### config.mk
export PLATFORM = sky130hd
export DESIGN_NAME = issue_scheduler
export DESIGN_NICKNAME = d
export VERILOG_FILES = /design/src/rtl/issue_scheduler.sv
export SDC_FILE = /design/constraint.sdc
export NUM_CORES = 1
export LEC_CHECK = 0
export ABC_AREA = 0
export CAP_MARGIN = 20
export CORE_UTILIZATION = 57
export CTS_CLUSTER_SIZE = 14
export DETAILED_ROUTE_END_ITERATION = 12
export GPL_ROUTABILITY_DRIVEN = 0
export PLACE_DENSITY = 0.95
export SLEW_MARGIN = 20
export SYNTH_ARGS = -nofsm -noshare
export SYNTH_HDL_FRONTEND = slang
export SYNTH_SLANG_ARGS = --single-unit
### constraint.sdc
create_clock -name i_clk -period 13.2 [get_ports i_clk]
set_clock_uncertainty 0.2 [all_clocks]
set_input_delay 1.98 -clock i_clk [delete_from_list [all_inputs] [get_ports i_clk]]
set_output_delay 1.98 -clock i_clk [all_outputs]
set_load 0.01 [all_outputs]
### src/rtl/issue_scheduler.sv
// Oldest-first issue selection for two ALU ports and one memory port.
// Each FU has its own age-compare tree and an occupancy down-counter.
module issue_scheduler #(
   parameter int NUM_ENTRIES = 16,
   parameter int ROB_W       = 4,
   parameter int ALU_LAT     = 1,
   parameter int MEM_LAT     = 2,
   localparam int IDX_W      = (NUM_ENTRIES > 1) ? $clog2(NUM_ENTRIES) : 1
) (
   input  logic                         i_clk,
   input  logic                         i_rst,
   input  logic                         i_flush,
   input  logic [NUM_ENTRIES-1:0]       i_ready,
   input  logic [2*NUM_ENTRIES-1:0]     i_fu_sel,
   input  logic [ROB_W*NUM_ENTRIES-1:0] i_age,
   input  logic [ROB_W-1:0]             i_rob_head,
   input  logic [2:0]                   i_fu_stall,
   output logic [2:0]                   o_grant_valid,
   output logic [3*IDX_W-1:0]           o_grant_idx,
   output logic [NUM_ENTRIES-1:0]       o_clear,
   output logic [2:0]                   o_fu_busy
);

   localparam int P     = 1 << IDX_W;
   localparam int CNT_W = 4;
   localparam logic [CNT_W-1:0] ALU_RELOAD = CNT_W'(ALU_LAT - 1);
   localparam logic [CNT_W-1:0] MEM_RELOAD = CNT_W'(MEM_LAT - 1);

   logic [2:0][CNT_W-1:0]   cnt_q, cnt_d;
   logic [2:0]              valid_q, valid_d;
   logic [3*IDX_W-1:0]      idx_q, idx_d;
   logic [NUM_ENTRIES-1:0]  clear_q, clear_d;
   logic [2:0]              busy_q, busy_d;

   logic [ROB_W-1:0]        rel_age [NUM_ENTRIES];
   logic [2:0]              win_vld;
   logic [2:0][IDX_W-1:0]   win_idx;
   logic [2:0]              grant;

   // Ages are taken relative to the ROB head so wrap-around ranks correctly.
   always_comb begin
      for (int e = 0; e < NUM_ENTRIES; e++) begin
         rel_age[e] = i_age[e*ROB_W +: ROB_W] - i_rob_head;
      end
   end

   // Heap-ordered compare tree per FU; the left child wins ties so the lower index is kept.
   always_comb begin : p_select
      logic [2*P-1:0]            v;
      logic [2*P-1:0][ROB_W-1:0] a;
      logic [2*P-1:0][IDX_W-1:0] x;
      win_vld = '0;
      win_idx = '0;
      for (int f = 0; f < 3; f++) begin
         v = '0;
         a = '0;
         x = '0;
         for (int e = 0; e < NUM_ENTRIES; e++) begin
            v[P+e] = i_ready[e] && (i_fu_sel[2*e +: 2] == 2'(f)) && !clear_q[e];
            a[P+e] = rel_age[e];
            x[P+e] = IDX_W'(e);
         end
         for (int n = P-1; n >= 1; n--) begin
            if (v[2*n] && (!v[2*n+1] || (a[2*n] <= a[2*n+1]))) begin
               a[n] = a[2*n];
               x[n] = x[2*n];
            end else begin
               a[n] = a[2*n+1];
               x[n] = x[2*n+1];
            end
            v[n] = v[2*n] | v[2*n+1];
         end
         win_vld[f] = v[1];
         win_idx[f] = x[1];
      end
   end

   always_comb begin
      grant   = '0;
      cnt_d   = cnt_q;
      valid_d = '0;
      idx_d   = '0;
      clear_d = '0;
      busy_d  = '0;
      for (int f = 0; f < 3; f++) begin
         grant[f] = win_vld[f] && (cnt_q[f] == '0) && !i_fu_stall[f] && !i_flush;
         if (i_flush) begin
            cnt_d[f] = '0;
         end else if (grant[f]) begin
            cnt_d[f] = (f == 2) ? MEM_RELOAD : ALU_RELOAD;
         end else if ((cnt_q[f] != '0) && !i_fu_stall[f]) begin
            cnt_d[f] = cnt_q[f] - 1'b1;
         end
         if (grant[f]) begin
            valid_d[f]                = 1'b1;
            idx_d[f*IDX_W +: IDX_W]   = win_idx[f];
            clear_d[win_idx[f]]       = 1'b1;
         end
         busy_d[f] = (cnt_d[f] != '0);
      end
   end

   always_ff @(posedge i_clk) begin
      if (i_rst) begin
         cnt_q   <= '0;
         valid_q <= '0;
         idx_q   <= '0;
         clear_q <= '0;
         busy_q  <= '0;
      end else begin
         cnt_q   <= cnt_d;
         valid_q <= valid_d;
         idx_q   <= idx_d;
         clear_q <= clear_d;
         busy_q  <= busy_d;
      end
   end

   assign o_grant_valid = valid_q;
   assign o_grant_idx   = idx_q;
   assign o_clear       = clear_q;
   assign o_fu_busy     = busy_q;

endmodule

==> key figures, run 1 <==
Route
  – First-pass detailed-route iteration total: 8
  – Routed len/inst: 18.33 µm
  – Post-Route WL: 30750 µm
  – Initial DRC Count: between 900 and 1000
  – ANT nets after route: 0
  – # DRC: 0
  – Vias per inst: 6.393
  – Detailed-route via count: roughly 11000

Timing
  – Period minus WS final: approximately 12 ns
  – Setup TNS: 0 ns
  – RSZ-0062 raised after global routing: false
  – Setup violators final: 0
  – Final worst-path cycle share: 92.12%
  – Fmax: 82.24 MHz
  – Worst-margin pin slew: ~0.92 ns
  – Max_slew headroom: a little under two fifths
  – Slew Limit Fails: 0
  – Final Hold Vio Count: 0

Yosys
  – Top cells by area, synth: ha_1, dfxtp_1, mux2i_1, nor2_1, inv_1
  – Post-synth top area share: a little under a fifth
  – Synth Area per Inst: between 7 and 8 µm²
  – Post-Synth XOR/XNOR Area: roughly 5.5%
  – Post-synth cell types: 90
  – Post-synth top area cell: ha_1
  – Post-synthesis cell count: approximately 1300
  – Post-Synthesis Net Count: roughly 1600
  – Simple-gate share of the synthesized area: roughly a quarter
  – Post-synth EDFFs: 0
  – Ys async rst share: 0%
  – Yosys warns: 0
  – Post-Syn Area: 9869 µm²
  – Prevailing post-synth register cell: dfxtp_1
  – Flops & latches, synth: 46
  – Proportion of synthesized area in mux cells: a little over a tenth
  – Largest family of logic cells by synthesized area: simple AND/OR/NAND/NOR gates
  – Sequential cell area fraction in the yosys report: 9.331%
  – Synth Area in Compound Gates: between 20% and 30%
  – Post-Synth Adder-Cell Area: a little under a quarter

CTS
  – # clock sinks: 46
  – CTS Root Cell: clkbuf_16
  – Insertion delay to the later sink of the worst-skew pair: 0.29 ns
  – H-Tree Depth: 2
  – Setup Buffers After CTS: 0
  – CTS tree: done
  – Clock transition at the registers of the reported paths: about 0.060 ns
  – CTS buffer count: 5
  – Post-CTS Resized: 0
  – Max clock buf depth: 2
  – CTS Hold Bufs: 0

Critical path
  – Reg-to-Reg End: o_clear[4]
  – CP endpoint kind: flop
  – Worst EP arrival: 12.17 ns
  – Slowest CP cell: o31ai_1
  – Slowest cell delay on critical path: about 0.80 ns
  – Critical path type: in -> reg
  – FF-to-FF path depth: 30
  – CP required: about 13 ns
  – Critical R2R Launch: o_clear[9]
  – Critical path peak fanout: 16
  – FF-to-FF setup slack: approximately 4.9 ns
  – Worst setup SP type: input pin

Outcome
  – Status: finished, final reports clean

Power and ir drop
  – Int Pwr: approximately 0.59 mW
  – Total power: roughly 1.2 mW
  – Leakage power: just over 5 nW
  – Clock power frac: about an eighth
  – PwrDens: slightly below 100 nW/µm²
  – Share of power burned in registers: around an eighth
  – Worst VDD drop: 0.05819 mV
  – Switching power total: 0.5589 mW
  – Net switching fraction of the power: 48.53%
  – Combinational share of power: around three quarters

Min path
  – Hold Startpoint: cnt_q[1]
  – Hold Path Cell Cnt: 2
  – Hold Path Sink: cnt_q[1]
  – HP Class: reg -> reg

Final layout
  – Final #Nets: 1744
  – Filler instances: around 1300
  – Final core occ: a little over two thirds
  – Most frequent cells in the layout: clkdlybuf4s50_1, ha_1, nor2_1, inv_1, nand2_1
  – Commonest non-fill, non-tap cell in the layout: clkdlybuf4s50_1
  – N_diodes: 0
  – Area delta synth->final: 19.89%
  – Share of cells above drive strength 1: between 4 and 5%

Global route
  – Gr ovfl total: 0
  – Initial antenna violation count: 0
  – Vias in the first global route: roughly 11000
  – GRT Util Overall: between 30 and 40%
  – First-pass GRT wire length: roughly 49000 µm
  – Pin count of the biggest net entering global routing: 30

Placed design
  – Port Buffers: between 150 and 200
  – DP HPWL: around 25000 µm

Floorplanning
  – Die height: around 130 µm
  – Core footprint: between 15000 and 20000 µm²
  – Die ar.: roughly 18000 µm²
  – Initial core utilization: between 50% and 60%
  – Die W: roughly 130 µm
  – I/O pin count: around 160
  – Num rows: 47

Job
  – Max cap viols: 0
-- registers in the layout, summed over array words and instances (netlist names) --
register and cells:
o_fu_busy 3, o_clear 16, o_grant_valid 3, cnt_q 12, o_grant_idx 12
-- worst max-delay path, delay by kind of cell --
family / cells / cell delay (ns)
buf+inv: 5 / 0.95
compound gates: 16 / 4.02
simple gates: 8 / 1.90
fa+ha+maj: 6 / 1.82
xor+xnor: 1 / 0.30
mux: 3 / 1.17
-- cell usage after synthesis (16+ instances only) --
cell,count
dfxtp_1,46
ha_1,150
or3_1,16
nand2_1,112
a21oi_1,83
xnor2_1,39
nor2b_1,34
nor3_1,31
nand2b_1,43
mux2i_1,85
fa_1,16
o21ai_0,72
o21a_1,28
nand4_1,16
inv_1,116
mux2_2,16
nor2_1,117
xor2_1,23
-- layout make-up --
type	count	area (µm²)	share of cell area, %
inverter	117	439.2	3.712
sequential	46	920.9	7.783
timing repair buffer	163	1612	13.62
multi-input combinational	1123	8424	71.20
clock buffer	7	152.6	1.290
tap	220	275.3	2.326
clock inverter	1	8.758	0.07402
-- how the worst max path moves through the flow --
stage                        from     endpoint  slack [ns]
global route        i_rob_head[2]   o_clear[4]        0.48
detailed placement  i_rob_head[2]   o_clear[4]         1.0
CTS                 i_rob_head[2]   o_clear[4]        1.25
global placement    i_rob_head[2]   o_clear[4]        1.32
finish              i_rob_head[0]   o_clear[4]        1.04
floorplan           i_rob_head[1]  o_clear[14]        2.14
-- metrics by stage --
step / std cells / instance area (µm²) / setup slack (ns) / hold WS [ns]
after floorplan: 1304 / 9869 / 2.137 / 0.2673
after global placement: 1669 / 11670 / 1.316 / 0.2815
after detailed placement: 1669 / 11670 / 0.9969 / 0.2875
after CTS: 1677 / 11830 / 1.255 / 0.2958
after global routing: 1677 / 11830 / 0.4824 / 0.3164
final: 1677 / 11830 / 1.041 / 0.3019
-- cells by family after synthesis --
family,after synthesis
buf+inv,135
simple gates,454
fa+ha+maj,175
mux,101
compound gates,331
flops,46
xor+xnor,62
-- layer usage --
metal / global-route usage [%] / up-vias / share of wire, %
met5: 0 / - / 0
met2: 58.65 / 604 / 47
met1: 38.93 / 4916 / 39
li1: - / 5032 / -
met3: 5.251 / 169 / 8.4
met4: 20.52 / 0 / 6.0
-- power by group through the flow --
stage                     clock network (mW)  logic (mW)  registers [mW]
final                                  0.135       0.863           0.153
after global routing                   0.139       0.945           0.154
after CTS                              0.133       0.837           0.153
after detailed placement                   0       0.830           0.156
after global placement                     0       0.784           0.156
after floorplan                            0       0.600           0.157
(Power assumes the default switching activity.)
==> run 2: changes to the inputs <==
CORE_MARGIN = 2   (was not set)
CTS_BUF_LIST = sky130_fd_sc_hd__clkbuf_16   (was not set)
==> run 2 against run 1 <==
Cell area hardly changed. Register-to-register slack is essentially flat. Non-clock buffer count fell by 1. First-iteration DRC count decreased by 8.6%. Final cell count up 0.24%. Worst hold slack improved by 0.041 ns. Routed wire length up 0.78%. Sequential cell count unchanged. Total power is 1.1% higher. Sequential share of layout area about the same. Global-route usage decreased by 0.97 points. Sequential power is essentially flat. Largest power group unchanged.
==> key figures, run 2 (synthesis results as in run 1) <==
Outcome
  – Status: finished, final reports clean

Placed design
  – Port Buffers: 155 (unchanged)
  – Placed Area: 11670 µm² (about the same)
  – DP HPWL: 25740 µm (+1.2%)

Floorplanning
  – Num rows: 48 (+2.1%)
  – Core footprint: 17120 µm² (+2.1%)
  – Die height: 135.6 µm (+1.5%)
  – Initial core utilization: 57.66% (-1.2 points)
  – Die ar.: 18380 µm² (+3.0%)
  – Die W: 135.6 µm (+1.5%)
  – I/O pin count: 156 (unchanged)

Final layout
  – Final #Nets: 1743 (-0.057%)
  – Flip-flop count of the largest register after layout: 16 (unchanged)
  – Filler instances: 1322 (+1.8%)
  – Area delta synth->final: 19.95% (about the same)
  – Register area: 920.9 µm² (unchanged)
  – N_diodes: 0 (unchanged)
  – Footprint of the multi-input gates: 8424 µm² (unchanged)
  – Most frequent cells in the layout: clkdlybuf4s50_1, ha_1, nor2_1, inv_1, nand2_1
  – Commonest non-fill, non-tap cell in the layout: clkdlybuf4s50_1
  – Share of cells above drive strength 1: 4.396% (-0.066 points)
  – Post-route cell area: 11840 µm² (about the same)

Route
  – Vias per inst: 6.434 (+0.64%)
  – ANT nets after route: 0 (unchanged)
  – Detailed-route via count: 10820 (+0.88%)
  – Initial DRC Count: 869 (-8.6%)
  – # DRC: 0 (unchanged)
  – First-pass detailed-route iteration total: 10 (+2)
  – Post-Route WL: 30990 µm (+0.78%)
  – Routed len/inst: 18.43 µm (+0.54%)

Critical path
  – CP required: 13.19 ns (-0.02 ns)
  – Worst EP arrival: 12.46 ns (+0.29 ns)
  – Worst setup SP type: input pin
  – Critical path peak fanout: 13 (-3)
  – FF-to-FF setup slack: 4.92 ns (about the same)
  – Slowest cell delay on critical path: 0.99 ns (+0.19 ns)
  – FF-to-FF path depth: 30 (unchanged)
  – Cell mode on critical path: ha_1
  – CP endpoint kind: flop
  – Critical path type: in -> reg
  – Reg-to-Reg End: o_clear[3]
  – Critical R2R Launch: o_clear[14]
  – Slowest CP cell: clkdlybuf4s50_1

Timing
  – Fmax: 80.21 MHz (-2.5%)
  – Setup TNS: 0 ns (unchanged)
  – Final Hold Vio Count: 0 (unchanged)
  – Setup violators final: 0 (unchanged)
  – Worst-margin pin slew: 0.9925 ns (+0.06935 ns)
  – Period minus WS final: 12.47 ns (+0.3081 ns)
  – Slew Limit Fails: 0 (unchanged)
  – RSZ-0062 raised after global routing: false
  – Max_slew headroom: 33.27% (-4.7 points)
  – Final worst-path cycle share: 94.45% (+2.3 points)

CTS
  – Post-CTS Resized: 0 (unchanged)
  – Setup Buffers After CTS: 0 (unchanged)
  – CTS Root Cell: clkbuf_16
  – CTS tree: done
  – Insertion delay to the later sink of the worst-skew pair: 0.29 ns (about the same)
  – # clock sinks: 46 (unchanged)
  – Clock transition at the registers of the reported paths: 0.06 ns (about the same)
  – H-Tree Depth: 2 (unchanged)
  – CTS Hold Bufs: 0 (unchanged)
  – Max clock buf depth: 2 (unchanged)
  – CTS buffer count: 5 (unchanged)

Global route
  – GRT Util Overall: 32.80% (-0.97 points)
  – Gr ovfl total: 0 (unchanged)
  – Initial antenna violation count: 0 (unchanged)
  – Pin count of the biggest net entering global routing: 31 (+3.3%)
  – Vias in the first global route: 10460 (-1.3%)
  – First-pass GRT wire length: 49280 µm (+0.14%)

Min path
  – Hold Path Cell Cnt: 2 (unchanged)
  – Hold Path Sink: cnt_q[9]
  – Hold Startpoint: cnt_q[9]
  – HP Class: reg -> reg

Job
  – Max cap viols: 0 (unchanged)

Power and ir drop
  – Worst VDD drop: 0.06160 mV (+5.9%)
  – Leakage power: 5.177 nW (about the same)
  – PwrDens: 98.33 nW/µm² (+1.0%)
[run 2: power by group]
group          switching (mW)  internal, mW  total, mW
Combinational           0.501         0.365      0.866
Sequential            0.00700         0.147      0.154
Clock                  0.0544        0.0896      0.144
Total                   0.563         0.601       1.16
[run 2: worst max path at each step]
stage                             start     endpoint  slack [ns]  cells past startpoint
final                     i_rob_head[0]   o_clear[3]        0.73                     39
after global routing      i_rob_head[0]   o_clear[1]        0.22                     39
after CTS                 i_rob_head[0]   o_clear[3]        1.00                     39
after detailed placement  i_rob_head[0]   o_clear[4]        0.78                     38
after global placement    i_rob_head[0]   o_clear[4]        1.16                     38
after floorplan           i_rob_head[1]  o_clear[14]        2.14                     39
[run 2: layer usage]
metal	track usage (%)	wire length, µm
met5	0	0
met4	19.56	2077
met3	4.302	2762
met2	58.22	14600
met1	37.43	11550
[run 2: layout make-up]
type | instances | share of cell area (%)
clock buffers | 5 | 1.057
clock inverters | 3 | 0.3699
inverters | 117 | 3.710
multi-input cells | 1123 | 71.16
flip-flops and latches | 46 | 7.778
well taps | 225 | 2.378
repair buffers | 162 | 13.55
[run 2: stage by stage]
step	hold WS (ns)	power [mW]	cells	utilization, %	worst slack, ns
after global routing	0.3660	1.250	1681	69.17	0.2182
after global placement	0.2818	0.9379	1673	68.18	1.161
after floorplan	0.2673	0.7567	1304	-	2.137
after detailed placement	0.3073	0.9834	1673	68.18	0.7751
after CTS	0.3415	1.135	1681	69.17	1.002
final	0.3426	1.164	1681	69.17	0.7327
[run 2: critical path: cells and delay by family]
| family | cells | cell delay [ns] |
|---|---|---|
| AO/OA/AOI/OAI | 16 | 3.89 |
| AND/OR/NAND/NOR | 10 | 2.44 |
| adder cells (fa/ha/maj) | 6 | 1.88 |
| buffers and inverters | 4 | 1.24 |
| multiplexers | 2 | 0.68 |
| XOR/XNOR | 1 | 0.31 |
